**src/rtl/config_logic_array_if.sv**
```systemverilog
// Configuration handshake and fabric I/O bundle for config_logic_array.
// The master drives configuration/run controls and inputs; the slave (the array) returns ready/done and tile outputs.
interface config_logic_array_if #(
    parameter int NUM_INPUTS = 8,
    parameter int NUM_TILES  = 4
);
    logic                  cfg_start;
    logic                  cfg_valid;
    logic                  cfg_data;
    logic                  cfg_ready;
    logic                  cfg_done;
    logic                  run_en;
    logic [NUM_INPUTS-1:0] in;
    logic [NUM_TILES-1:0]  out;

    modport master (
        output cfg_start, cfg_valid, cfg_data, run_en, in,
        input  cfg_ready, cfg_done, out
    );

    modport slave (
        input  cfg_start, cfg_valid, cfg_data, run_en, in,
        output cfg_ready, cfg_done, out
    );
endinterface

```
**src/rtl/config_logic_array.sv**
```systemverilog
// Run-time programmable LUT fabric: serial bit-per-cycle config load, then NUM_TILES LUT+FF tiles run.
// Output is combinational (reg_sel=0) or one cycle (reg_sel=1); config accepted only while cfg_ready, stalls on cfg_valid=0.
module config_logic_array #(
    parameter int K          = 4,
    parameter int NUM_TILES  = 4,
    parameter int NUM_INPUTS = 8
) (
    input  logic                clock,
    input  logic                reset_n,
    config_logic_array_if.slave bus
);
    localparam int LUT_N     = 1 << K;
    localparam int SEL_W     = $clog2(NUM_INPUTS + NUM_TILES);
    localparam int SRC_N     = 1 << SEL_W;
    localparam int TILE_BITS = LUT_N + 1 + K * SEL_W;
    localparam int CFG_BITS  = NUM_TILES * TILE_BITS;
    localparam int CNT_W     = $clog2(CFG_BITS + 1);

    typedef enum logic [1:0] {
        IDLE    = 2'd0,
        LOADING = 2'd1,
        RUN     = 2'd2
    } state_t;

    state_t                state;
    logic [CFG_BITS-1:0]   cfg;
    logic [CNT_W-1:0]      cnt;
    logic [NUM_TILES-1:0]  q;
    logic [NUM_TILES-1:0]  lut_out;
    logic [NUM_TILES-1:0]  tile_out;
    logic                  cfg_ready_r;
    logic                  cfg_done_r;
    logic [SRC_N-1:0]      src;

    // cfg_start overrides everything, including a same-cycle data bit.
    always_ff @(posedge clock or negedge reset_n) begin
        if (!reset_n) begin
            state       <= IDLE;
            cfg         <= '0;
            cnt         <= '0;
            q           <= '0;
            cfg_ready_r <= 1'b0;
            cfg_done_r  <= 1'b0;
        end else if (bus.cfg_start) begin
            state       <= LOADING;
            cnt         <= '0;
            q           <= '0;
            cfg_ready_r <= 1'b1;
            cfg_done_r  <= 1'b0;
        end else begin
            case (state)
                LOADING: begin
                    if (bus.cfg_valid && cfg_ready_r) begin
                        cfg <= {bus.cfg_data, cfg[CFG_BITS-1:1]};
                        cnt <= cnt + CNT_W'(1);
                        if (cnt == CNT_W'(CFG_BITS - 1)) begin
                            state       <= RUN;
                            cfg_ready_r <= 1'b0;
                            cfg_done_r  <= 1'b1;
                        end
                    end
                end
                RUN: begin
                    if (bus.run_en) begin
                        q <= lut_out;
                    end
                end
                IDLE: begin
                end
                default: begin
                    state       <= IDLE;
                    cfg_ready_r <= 1'b0;
                    cfg_done_r  <= 1'b0;
                end
            endcase
        end
    end

    // Routing sources: primary inputs, then tile flip-flops, then constant zero.
    always_comb begin
        src                         = '0;
        src[NUM_INPUTS-1:0]         = bus.in;
        src[NUM_INPUTS +: NUM_TILES] = q;
    end

    for (genvar t = 0; t < NUM_TILES; t++) begin : g_tile
        logic [TILE_BITS-1:0] tcfg;
        logic [LUT_N-1:0]     table_bits;
        logic [K-1:0]         idx;

        assign tcfg       = cfg[t*TILE_BITS +: TILE_BITS];
        assign table_bits = tcfg[LUT_N-1:0];

        always_comb begin
            idx = '0;
            for (int j = 0; j < K; j++) begin
                idx[j] = src[tcfg[LUT_N + 1 + j*SEL_W +: SEL_W]];
            end
        end

        assign lut_out[t]  = table_bits[idx];
        assign tile_out[t] = tcfg[LUT_N] ? q[t] : lut_out[t];
    end

    assign bus.cfg_ready = cfg_ready_r;
    assign bus.cfg_done  = cfg_done_r;
    assign bus.out       = (state == RUN) ? tile_out : '0;
endmodule
```
**src/flat_wrapper.sv**
```systemverilog
// flat-port wrapper written by rule: the top's interface ports become plain ports
module config_logic_array_flat 
#(
    parameter int K          = 4,
    parameter int NUM_TILES  = 4,
    parameter int NUM_INPUTS = 8
)
  (clock, reset_n, bus_cfg_start, bus_cfg_valid, bus_cfg_data, bus_run_en, bus_in, bus_cfg_ready, bus_cfg_done, bus_out);
  config_logic_array_if #(.NUM_INPUTS(NUM_INPUTS), .NUM_TILES(NUM_TILES)) bus_i ();
  input  logic clock;
  input  logic reset_n;
  input wire logic [$bits(bus_i.cfg_start)-1:0] bus_cfg_start;
  input wire logic [$bits(bus_i.cfg_valid)-1:0] bus_cfg_valid;
  input wire logic [$bits(bus_i.cfg_data)-1:0] bus_cfg_data;
  input wire logic [$bits(bus_i.run_en)-1:0] bus_run_en;
  input wire logic [$bits(bus_i.in)-1:0] bus_in;
  output wire logic [$bits(bus_i.cfg_ready)-1:0] bus_cfg_ready;
  output wire logic [$bits(bus_i.cfg_done)-1:0] bus_cfg_done;
  output wire logic [$bits(bus_i.out)-1:0] bus_out;
  assign bus_i.cfg_start = bus_cfg_start;
  assign bus_i.cfg_valid = bus_cfg_valid;
  assign bus_i.cfg_data = bus_cfg_data;
  assign bus_i.run_en = bus_run_en;
  assign bus_i.in = bus_in;
  assign bus_cfg_ready = bus_i.cfg_ready;
  assign bus_cfg_done = bus_i.cfg_done;
  assign bus_out = bus_i.out;
  config_logic_array #(.K(K), .NUM_TILES(NUM_TILES), .NUM_INPUTS(NUM_INPUTS)) u_core (.clock(clock), .reset_n(reset_n), .bus(bus_i));
endmodule
```
**config.mk**
```make
export PLATFORM = sky130hd
export DESIGN_NAME = config_logic_array_flat
export DESIGN_NICKNAME = d
export VERILOG_FILES = /design/src/rtl/config_logic_array_if.sv /design/src/rtl/config_logic_array.sv /design/src/flat_wrapper.sv
export SDC_FILE = /design/constraint.sdc
export NUM_CORES = 1
export LEC_CHECK = 0
export CAP_MARGIN = 25
export CORE_MARGIN = 2
export CORE_UTILIZATION = 56
export CTS_CLUSTER_DIAMETER = 120
export DETAILED_ROUTE_END_ITERATION = 8
export GPL_ROUTABILITY_DRIVEN = 1
export HOLD_SLACK_MARGIN = 0.12
export PLACE_DENSITY = 0.76
export SYNTH_ARGS = -nofsm -noshare
export SYNTH_HDL_FRONTEND = slang
export SYNTH_SLANG_ARGS = --single-unit
```
**constraint.sdc**
```tcl
create_clock -name clock -period 2.7 [get_ports clock]
set_input_delay 0.54 -clock clock [delete_from_list [all_inputs] [get_ports clock]]
set_output_delay 0.54 -clock clock [all_outputs]
set_load 0.01 [all_outputs]
```
# Word level (Yosys, flattened, before mapping)
# Index checks and enable logic that the tools add are counted.
# W data, S select, Z words.
[totals]
regBits = 148
latch_bits = 0
ram_bits = 0
rom_bits = 0
in_bits = 14
word_cells = 108
n_memories = 0
[op_classes]
n_addsub = 1
mul = 0
n_div = 0
order_cmp = 20
eq_ne = 6
shift = 0
muxes = 63
n_bitwise = 1
reduce_logical = 11
[op_table]
columns = ["cell", "n"]
rows = [
  ["$lt A4 B5 Y1 const B", 20],
  ["$bmux W1 S4", 20],
  ["$mux W1", 30],
  ["$mux W8", 3],
  ["$mux W4", 4],
  ["$add A8 B1 Y8 const B", 1],
  ["$eq A8 B8 Y1 const B", 1],
  ["$reduce_bool A2 Y1", 4],
  ["$mux W2", 3],
  ["$ne A3 B2 Y1 const B", 2],
  ["$reduce_and A3 Y1", 2],
  ["$pmux W1 S2", 2],
  ["$pmux W2 S2", 1],
  ["$reduce_and A2 Y1", 2],
  ["$eq A2 B1 Y1 const B", 1],
  ["$eq A2 B2 Y1 const B", 1],
  ["$logic_not A2 Y1", 1],
  ["$ne A2 B1 Y1 const B", 1],
  ["$reduce_or A2 Y1", 1],
  ["$logic_and A1 B1 Y1", 1],
  ["$not A1 Y1", 1],
]

# Depth between registers and ports, before layout
[logic_depth]
ltp_word = 7
ltp_mapped = 10
depth_no_buf = 8

# Worst setup path after synthesis
# OpenSTA, ideal clock, no wires.
[synth_timing]
path_kind = "input -> output"
startpoint = "input bus_in[2]"
endpoint = "output bus_out[2]"
t_arrival_ns = 2.445
required_time_ns = 2.160
path_slack_ns = -0.285
cell_stages = 9
path_cell_list = "clkbuf_2 -> mux4_2 -> mux2i_1 -> o21ai_2 -> mux2i_1 -> mux2_1 -> o211ai_1 -> a22oi_1 -> o31ai_1"
[synth_via]
elab_chain_cells = 6
[synth_lines]
columns = ["element", "line_no", "text"]
rows = [
  ["from (decl)", "flat_wrapper.sv:16", "input wire logic [$bits(bus_i.in)-1:0] bus_in;"],
  ["$bmux W1 S4", "config_logic_array.sv:97", "idx[j] = src[tcfg[LUT_N + 1 + j*SEL_W +: SEL_W]];"],
  ["$mux W1 (not written as such)", "config_logic_array.sv:97", ""],
  ["$bmux W1 S4 *", "config_logic_array.sv:101", "assign lut_out[t] = table_bits[idx];"],
  ["$mux W1 (not written as such) *", "config_logic_array.sv:101", ""],
  ["$mux W1 *", "config_logic_array.sv:102", "assign tile_out[t] = tcfg[LUT_N] ? q[t] : lut_out[t];"],
  ["$mux W4 *", "config_logic_array.sv:107", "assign bus.out = (state == RUN) ? tile_out : '0;"],
  ["to (decl)", "flat_wrapper.sv:19", "output wire logic [$bits(bus_i.out)-1:0] bus_out;"],
]
# Every way passes the cells marked *; elsewhere a longest branch is shown, timed or not. The select of a mux whose other input is x is not followed.

# Final worst setup path
[layout_timing]
startpoint = "input bus_in[4]"
endpoint = "output bus_out[1]"
# The elaborated chain is that of the path after synthesis.

==> metrics.txt <==
max cap viols=0; Crit-path slowest cell=mux4_2; cell area power density=755 mW/mm²; Crit path max-delay family=buffers and inverters; final WL=18.0 mm; clock network power share=a little under a third; synthesis-stage register bit count=around 150; RSZ-0062 raised after global routing=yes; min setup slack post-route=-0.813 ns; commonest non-fill, non-tap cell in the layout=dfrtp_1; predominant post-synthesis flop cell=dfrtp_1; Max VDD drop=just over 0.0006 V; Rows=43; Final Skew=between 0.009 and 0.01 ns; required time worst endpoint=2.16 ns; async set or reset register ratio after synthesis=between 90% and 100%; Tcrit/Tclk final=130%; failing checks=negative setup slack; CTS buffer count=17; reg2reg end=u_core.q[2]$_DFFE_PN0P_; FILL cells=902; Synth Area in Adders=less than 1%; final hold violation count=0; vias in the first global route=~5700; GR Util All Layers=between 20% and 30%; IO buf count=19; number of synthesized flops with an enable pin=0; Die X=122 µm; Fmax=between 200 and 300 MHz; CP endpoint kind=output port; Worst-Margin Slew=0.707 ns; CP startpoint kind=input port; H-tree depth=4; Sw Pwr=2220 µW; Initial Utilization=a little under three fifths; average wire per standard cell=20.0 µm; CP most frequent cell=buf_4; DRC viols=0; yosys warns=0; crit path time final=3.51 ns; clk sinks=146; placed cells=~840; Finish-stage setup viols=4; CTS tree=done; CP Depth=12; Yosys top cell area share=46.6%; CP Buf/Inv Count=5; vias post-DR=5402; die height=~120 µm; Max clock buf depth=2; Place WS=-1.48 ns; die area=between 0.01 and 0.015 mm²; CTS clk-pin slew, worst paths=~0.060 ns; RD Place Congestion=between 0.8 and 0.9; syn nets=just under 600; Mean Syn Cell Area=around 14 µm²; initial antenna violation count=0; most frequent cells in the layout=dfrtp_1 (141), buf_4 (115), mux2_1 (86), mux4_2 (43), mux2i_1 (43); Sequential Power Share=around two fifths; Core Area=0.0138 mm²; synthesized instance count=approximately 580; xor/xnor share of the synthesized area=less than 1%; root buf cell=clkbuf_16; detailed-placement wirelength estimate=approximately 12 mm; ant diodes=0; vias per cell=approximately 6; Cell Area, Synth=0.00784 mm²; layout overhead on the synthesized area=25.4%; switching portion of total power=between 20% and 30%; first-pass GRT wire length=between 20 and 30 mm; WS Path Type=in -> out; CP cell instances=dlygate4sd2_1 -> buf_4 -> buf_12 -> mux4_2 -> nand3b_1 -> o21ai_2 -> buf_4 -> mux2i_1 -> o211ai_1 -> nor3b_2 -> a32o_1 -> buf_2; share of the core filled with cells=a little over 70%; R2R setup slack=~0.060 ns; Pwr Total=7430 µW; GRT overflow=0; Max stage delay on crit path=~0.46 ns; Leak=between 0.004 and 0.005 µW; status=complete, but fails checks; Hold Buf Count CTS=0; ANT nets after route=0; Rel. slew slack=52.9%; Synth area leader=dfrtp_1; Reg-to-Reg Start=u_core.q[0]$_DFFE_PN0P_; synth top area cells=dfrtp_1 (47%), mux2_1 (13%), mux4_2 (11%), mux2i_1 (6.0%), mux2_2 (5.9%); setup tns final=-3.09 ns; largest family of logic cells by synthesized area=multiplexers; final net count=~700; P_int=~5200 µW; layout cells sized above 1=slightly above 40%; depth of the most critical reg-to-reg path=10; Simple-Gate Fraction of Synth Area=roughly 6.2%; Final Max Tran Viols=0; num ports=20; Compound-Gate Fraction of Synth Area=approximately 6.5%; Seq/Total Area, Yosys=between 40% and 50%; largest net degree at the start of global routing=74; WP data arrival=slightly below 3 ns; critical-path maximum fanout=6; Comb power frac=between 20 and 30%; Pre-antenna DRT Iters=5; DRC marker count from the first detailed-route iteration=370; latest clock arrival within the worst-skew pair=approximately 0.43 ns; post-synthesis mux area share=between 30% and 40%; Hold/Removal Path Class=in -> async; Non-Filler Instances=approximately 900; synth unique cells=56
-- routing by layer --
| metal | up-vias | track usage (%) | part of all wire [%] |
|---|---|---|---|
| li1 | 2431 | - | - |
| met3 | 21 | 6.46 | 4.9 |
| met1 | 2831 | 34.7 | 44 |
| met2 | 119 | 42.6 | 49 |
| met4 | 0 | 8.41 | 1.4 |
| met5 | - | 0 | 0 |
-- power by group through the flow --
stage,clock network [µW],logic (µW),registers (µW)
2_1_floorplan,0,1320,2930
6_report,2250,2130,3050
3_3_place_gp,0,1860,3040
3_5_place_dp,0,1940,3070
5_1_grt,2380,2300,3120
4_1_cts,2270,2050,3040
-- how the worst max path moves through the flow --
stage	startpoint	end
2_1_floorplan	bus_in[2]	bus_out[2]
3_3_place_gp	bus_in[4]	bus_out[1]
3_5_place_dp	bus_in[5]	bus_out[1]
4_1_cts	u_core.cfg[18]$_DFFE_PN0P_	bus_out[0]
5_1_grt	u_core.q[3]$_DFFE_PN0P_	bus_out[2]
6_report	bus_in[4]	bus_out[1]
-- area by class of cell --
class,instances,area (µm²),share of cell area (%)
multi-input combinational,382,4090,41.6
sequential,146,3660,37.2
timing repair buffer,148,1250,12.8
clock buffer,20,457,4.64
tap,180,225,2.29
clock inverter,12,106,1.08
inverter,10,37.5,0.382
-- cells in the mapped netlist (all sizes together), types with 3 or more instances --
master	number
and2	4
mux2i	47
nand3b	11
a32o	4
dfrtp	146
a22oi	4
clkbuf	22
nor3b	4
nor2b	11
nand3	8
mux4	43
a21boi	3
nand2b	3
xor2	5
nor2	17
buf	16
mux2	129
a21oi	7
nand4	3
o211ai	5
o21ai	23
nand2	17
a221oi	6
and3	4
inv	10
-- kinds of logic (layout without fill, tap and decap cells) --
logic type | Yosys count | count (layout)
AO/OA/AOI/OAI | 66 | 66
XOR/XNOR | 7 | 7
adder cells (fa/ha/maj) | 1 | 1
buffers and inverters | 48 | 190
flip-flops | 146 | 146
multiplexers | 219 | 219
AND/OR/NAND/NOR | 89 | 89
-- what timing repair did --
action | in CTS | in global routing
buffers inserted | 20 | 6
pin swaps | 10 | 10
setup endpoints to repair | 7 | 6
resized for setup | 51 | 15
cloned | 2 | 0
-- state kept, by name (all words and copies together), names as in the netlist --
signal	count
u_core.state	2
u_core.q	4
u_core.cfg	132
u_core.cnt	8
-- metrics by stage --
stage	instance area (µm²)	hold slack (ns)
floorplan	7870	0.244
global placement	8960	0.475
detailed placement	8960	0.491
CTS	9720	0.155
global route	9830	0.181
finish	9830	0.120
Power figures use the tool's default switching activity.
